--- config.mk ---
export PLATFORM = sky130hd
export DESIGN_NAME = acumulador_8bits
export DESIGN_NICKNAME = d
export VERILOG_FILES = /design/src/rtl/acumulador_8bits.sv
export SDC_FILE = /design/constraint.sdc
export NUM_CORES = 1
export LEC_CHECK = 0
export CAP_MARGIN = 5
export CORE_MARGIN = 2
export CORE_UTILIZATION = 30
export CTS_CLUSTER_SIZE = 12
export DETAILED_ROUTE_END_ITERATION = 7
export GPL_TIMING_DRIVEN = 0
export PLACE_DENSITY = 0.55
export SYNTH_ARGS = -nofsm -noshare
export SYNTH_HDL_FRONTEND = slang
export SYNTH_SLANG_ARGS = --single-unit
export TNS_END_PERCENT = 100
--- constraint.sdc ---
create_clock -name clk -period 4.05 [get_ports clk]
set_input_delay 0.81 -clock clk [delete_from_list [all_inputs] [get_ports clk]]
set_output_delay 0.81 -clock clk [all_outputs]
set_load 0.02 [all_outputs]
--- src/rtl/acumulador_8bits.sv ---
// Handshaked 8-bit accumulator: sums n_muestras operands with a sticky carry flag.
// Optional build macro ACUM_SATURACION_EN saturates suma at 8'hFF instead of wrapping.
module acumulador_8bits (
  input  logic       clk,
  input  logic       rst_n,
  input  logic       start,
  input  logic [3:0] n_muestras,
  input  logic [7:0] dato,
  input  logic       dato_valid,
  output logic       dato_ready,
  output logic [7:0] suma,
  output logic       acarreo,
  output logic [3:0] cuenta,
  output logic       busy,
  output logic       done
);

  localparam int unsigned DW = 8;
  localparam int unsigned CW = 4;

  typedef enum logic [1:0] {
    IDLE = 2'd0,
    ACUM = 2'd1,
    DONE = 2'd2
  } state_t;

  state_t        state_q, state_d;
  logic [DW-1:0] suma_d;
  logic          acarreo_d;
  logic [CW-1:0] cuenta_d;
  logic [CW-1:0] n_lat_q, n_lat_d;
  logic [DW:0]   sum9;
  logic [CW-1:0] cuenta_inc;

  assign sum9       = (DW+1)'(suma) + (DW+1)'(dato);
  assign cuenta_inc = cuenta + CW'(1);

  // State and datapath registers
  always_ff @(posedge clk or negedge rst_n) begin
    if (!rst_n) begin
      state_q <= IDLE;
      suma    <= '0;
      acarreo <= 1'b0;
      cuenta  <= '0;
      n_lat_q <= '0;
    end else begin
      state_q <= state_d;
      suma    <= suma_d;
      acarreo <= acarreo_d;
      cuenta  <= cuenta_d;
      n_lat_q <= n_lat_d;
    end
  end

  // Next-state and datapath update
  always_comb begin
    state_d   = state_q;
    suma_d    = suma;
    acarreo_d = acarreo;
    cuenta_d  = cuenta;
    n_lat_d   = n_lat_q;
    case (state_q)
      IDLE: begin
        if (start) begin
          suma_d    = '0;
          acarreo_d = 1'b0;
          cuenta_d  = '0;
          n_lat_d   = n_muestras;
          state_d   = (n_muestras == '0) ? DONE : ACUM;
        end
      end
      ACUM: begin
        if (dato_valid) begin
          acarreo_d = acarreo | sum9[DW];
`ifdef ACUM_SATURACION_EN
          // acarreo already set means an earlier add saturated this run
          suma_d = (sum9[DW] || acarreo) ? {DW{1'b1}} : sum9[DW-1:0];
`else
          suma_d = sum9[DW-1:0];
`endif
          cuenta_d = cuenta_inc;
          if (cuenta_inc == n_lat_q) state_d = DONE;
        end
      end
      DONE:    state_d = IDLE;
      default: state_d = IDLE;
    endcase
  end

  // Status decoded from registered state only
  assign dato_ready = (state_q == ACUM);
  assign busy       = (state_q != IDLE);
  assign done       = (state_q == DONE);

endmodule

## Yosys cells after proc, flatten, opt, wreduce, memory -nomap -nowiden

Cells that the tools add are included.

| word-level totals | value |
|---|---|
| output and inout bits | 16 |
| register bits after elaboration | 19 |
| word-level logic and storage cells | 35 |

| cells by class | value |
|---|---|
| multiplexer cells | 14 |
| bitwise operators | 1 |
| equal/unequal tests | 6 |
| reductions and logical operators | 7 |
| add/sub/neg operators | 2 |

Operators by type and width:

| kind | number |
|---|---|
| $mux W8 | 2 |
| $pmux W8 S2 | 1 |
| $add A8 B8 Y9 | 1 |
| $mux W2 | 4 |
| $mux W4 | 2 |
| $pmux W4 S2 | 1 |
| $reduce_and A3 Y1 | 2 |
| $add A4 B1 Y4 const B | 1 |
| $eq A4 B4 Y1 | 1 |
| $logic_not A4 Y1 | 1 |
| $ne A2 B2 Y1 const B | 2 |
| $pmux W2 S2 | 1 |
| $reduce_bool A2 Y1 | 2 |
| $eq A2 B1 Y1 const B | 1 |
| $eq A2 B2 Y1 const B | 1 |
| $logic_not A2 Y1 | 1 |
| $mux W1 | 2 |
| $ne A2 B1 Y1 const B | 1 |
| $pmux W1 S2 | 1 |
| $reduce_and A2 Y1 | 1 |
| $or A1 B1 Y1 | 1 |

## Longest topological paths before layout

| depth | value |
|---|---|
| depth after elaboration | 5 |
| mapped depth | 7 |
| mapped depth without buffers | 7 |

## Worst setup path before layout

OpenSTA, ideal clock, no wires.

| path | value |
|---|---|
| path kind | input to register |
| start | in dato[0] |
| end | reg acarreo |
| setup time | 0.128 ns |
| data required time | 3.922 ns |
| data arrival time | 2.238 ns |
| setup slack | 1.684 ns |
| stages | 7 |
| cell sequence | ha_1 -> fa_1 -> a21oi_1 -> o21ai_1 -> or2_1 -> a311oi_1 -> nor3_1 |

| on the way | value |
|---|---|
| word-level cells in the longest chain between the ends | 4 |

Ends and longest elaborated chain:

| what | RTL line | RTL |
|---|---|---|
| start: declaration | 8 | `input logic [7:0] dato,` |
| $add A8 B8 Y9 | 35 | `assign sum9 = (DW+1)'(suma) + (DW+1)'(dato);` |
| $or A1 B1 Y1 | 74 | `acarreo_d = acarreo \| sum9[DW];` |
| $mux W1 | 73 | `if (dato_valid) begin` |
| $pmux W1 S2 | 62 | `case (state_q)` |
| end signal: assignment | 49 | `acarreo <= acarreo_d;` |
| end: declaration | 12 | `output logic acarreo,` |

No other way between the ends. The select of a mux whose other input is x is not followed.
A chain may end at the register's enable or synchronous reset.

## Worst setup path after layout

Same ends and word-level chain as after synthesis.

==> flow_metrics.env <==
export IMPL_synthDominantCellAreaShare=0.399
export IMPL_start_util=0.318
export IMPL_io_pins=32
export IMPL_synth_cells=117
export IMPL_clock_path_buffers=2
export IMPL_cts_tree="built"
export IMPL_worstSkewPairLatency_ns=0.26
export IMPL_synth_area_leaders="dfrtp_1 (40%), ha_1 (9.5%), xor2_1 (4.4%)"
export IMPL_die_area_um2=4490
export IMPL_firstDrtPassIters=2
export IMPL_slew_headroom=0.415
export IMPL_fin_crit_ns=2.76
export IMPL_synth_area_um2=1190
export IMPL_grtUsageTotal=0.130
export IMPL_drc=0
export IMPL_port_buffer_count=31
export IMPL_synth_seq_cells=19
export IMPL_setup_viol=0
export IMPL_placed_cell_area_um2=1560
export IMPL_crit_family="compound AO/OA/AOI/OAI gates"
export IMPL_finalHoldViolations=0
export IMPL_cts_buffers_inserted=3
export IMPL_place_congestion=0.762
export IMPL_clock_fmax_ghz=0.363
export IMPL_worst_path_buf_inv=1
export IMPL_drive_gt1_frac=0.105
export IMPL_path_clk_slew_ns=0.07
export IMPL_path_cells="clkdlybuf4s50_1, ha_1, fa_1, a21oi_1, o21ai_1, or2_1, a311oi_1, nor3_1"
export IMPL_vias_per_cell=4.94
export IMPL_dpl_hpwl_um=2020
export IMPL_slew_violations=0
export IMPL_worst_slew_pin_slew_ns=0.875
export IMPL_die_height_um=67.0
export IMPL_n_antenna_cell=0
export IMPL_synth_largest_area_cell="dfrtp_1"
export IMPL_grt_max_degree=20
export IMPL_vdd_drop_max_v=0.000316
export IMPL_syn_avg_cell_area_um2=10.2
export IMPL_rows=22
export IMPL_antenna_found_initial=0
export IMPL_post_cts_repair_setup_buffers=0
export IMPL_arrival_ns=2.90
export IMPL_layout_commonest_cell="clkdlybuf4s50_1"
export IMPL_fp_coreArea_um2=3740
export IMPL_mostFrequentLayoutCells="clkdlybuf4s50_1 (31), dfrtp_1 (19), nand2_1 (10)"
export IMPL_worst_setup_path_type="input port to flop"
export IMPL_fin_crit_sh=0.681
export IMPL_die_w_um=67.0
export IMPL_ctsHoldBuffers=0
export IMPL_htreeDepth=1
export IMPL_endpoint_kind="flop"
export IMPL_yosys_warnings=0
export IMPL_cap_violations=0
export IMPL_yosysUniqueCellTypes=37
export IMPL_drt_iter0_markers=37
export IMPL_rsz0062_at_grt="no"
export IMPL_fillCellCount=391
export IMPL_cp_start_kind="input port"
export IMPL_vias=987
export IMPL_post_cts_resized=0
export IMPL_worstPathRequired_ns=4.19
export IMPL_finalInstanceArea_um2=1610
export IMPL_crit_path_top_delay_cell="fa_1"
export IMPL_clock_skew_ns=0.00444
export IMPL_final_nets=179
export IMPL_clkSinkCount=19
export IMPL_grt_pass1_wl_um=4380
export IMPL_root_buffer="clkbuf_8"
export IMPL_wl_per_cell_um=13.4
export IMPL_crit_fanout=4
export IMPL_syn_to_final_growth_pct=34.9
export IMPL_power_density_nw_per_um2=789
export IMPL_tns_ns=0
export IMPL_ant_nets=0
export IMPL_first_global_vias=989
export IMPL_p_leak_nw=0.689
export IMPL_yosysSeqAreaShare=0.399
export IMPL_hold_class="flop to flop"
export IMPL_status="complete, no violations"
export IMPL_wl_um=2680
export IMPL_reg2reg_slack_ns=1.86
export IMPL_grt_overflow=0
export IMPL_synth_fp_nets=143
export IMPL_slowest_delay_ns=0.42
## cells in the mapped netlist (all sizes together)
library cell and instances:
mux2i 2, fa 1, nand3b 1, o21ai 13, a211oi 2, a22o 3, dfrtp 19, a21o 2
ha 9, buf 1, or2 4, xor2 6, o21a 2, a311oi 1, nor3 2, a21oi 6
xnor2 3, a41oi 1, nor4b 1, o21bai 2, o32ai 1, inv 3, mux2 4, nand3 1
nand2 11, and2 1, nor2 8, nor2b 3, o31ai 1, nand2b 2, nor4 1
## sequential cells by signal, summed over array words and instances (netlist names)
| register | cells |
|---|---|
| n_lat_q | 4 |
| suma | 8 |
| state_q | 2 |
| acarreo | 1 |
| cuenta | 4 |
## power by group
| group | leakage (nW) | total [mW] | switching, mW | internal [mW] |
|---|---|---|---|---|
| logic | 0.429 | 0.772 | 0.392 | 0.380 |
| registers | 0.237 | 0.362 | 0.0822 | 0.280 |
| clock network | 0.0228 | 0.134 | 0.0638 | 0.0700 |
## metal layers
metal	global-route usage	wire, um	vias to the layer above
met5	0	0	-
met4	0.0281	31	0
met3	0.0405	155	4
met2	0.213	1230	24
met1	0.168	1270	468
li1	-	-	491
## final cells by class
type	instances	area [um^2]	area share
plain buffers	1	11.3	0.00701
clock buffers	4	45.0	0.0280
inverters	3	11.3	0.00701
multi-input cells	94	693	0.431
flip-flops and latches	19	475	0.296
well taps	48	60.1	0.0374
repair buffers	31	310	0.193
## per-stage QoR
stage          power, mW  utilization  cells  hold slack, ns  setup WS [ns]
2_1_floorplan      0.875            -    117           0.501           1.68
3_3_place_gp        1.12        0.417    196           0.495           1.07
3_5_place_dp        1.14        0.417    196           0.511           1.06
4_1_cts             1.28        0.429    200           0.524           1.30
5_1_grt             1.37        0.429    200           0.551           1.15
6_report            1.27        0.429    200           0.514           1.29
## tightest hold or removal path, cell delays in order, from the launching register on
cell and delay, ns:
dfrtp_1 0.37, nand2_1 0.05, o21ai_0 0.06
## cells by family (layout without fill, tap and decap cells)
kind of cell / after synthesis / in the layout / share of synthesized area
fa+ha+maj: 10 / 10 / 0.111
xor+xnor: 9 / 9 / 0.0662
buf+inv: 4 / 39 / 0.0189
flops: 19 / 19 / 0.399
simple gates: 35 / 35 / 0.154
compound gates: 34 / 34 / 0.195
mux: 6 / 6 / 0.0546
## path summary, 6_finish.rpt
path,depth (start not counted),endpoint,start
max,8,acarreo,dato[0]
min,2,suma[3],suma[3]
max reg2reg,7,acarreo,suma[0]
min reg2reg,2,suma[3],suma[3]
max in group asynchronous,1,cuenta[3],rst_n
min in group asynchronous,1,suma[3],rst_n
No activity file was read; power rests on OpenSTA's default activity.
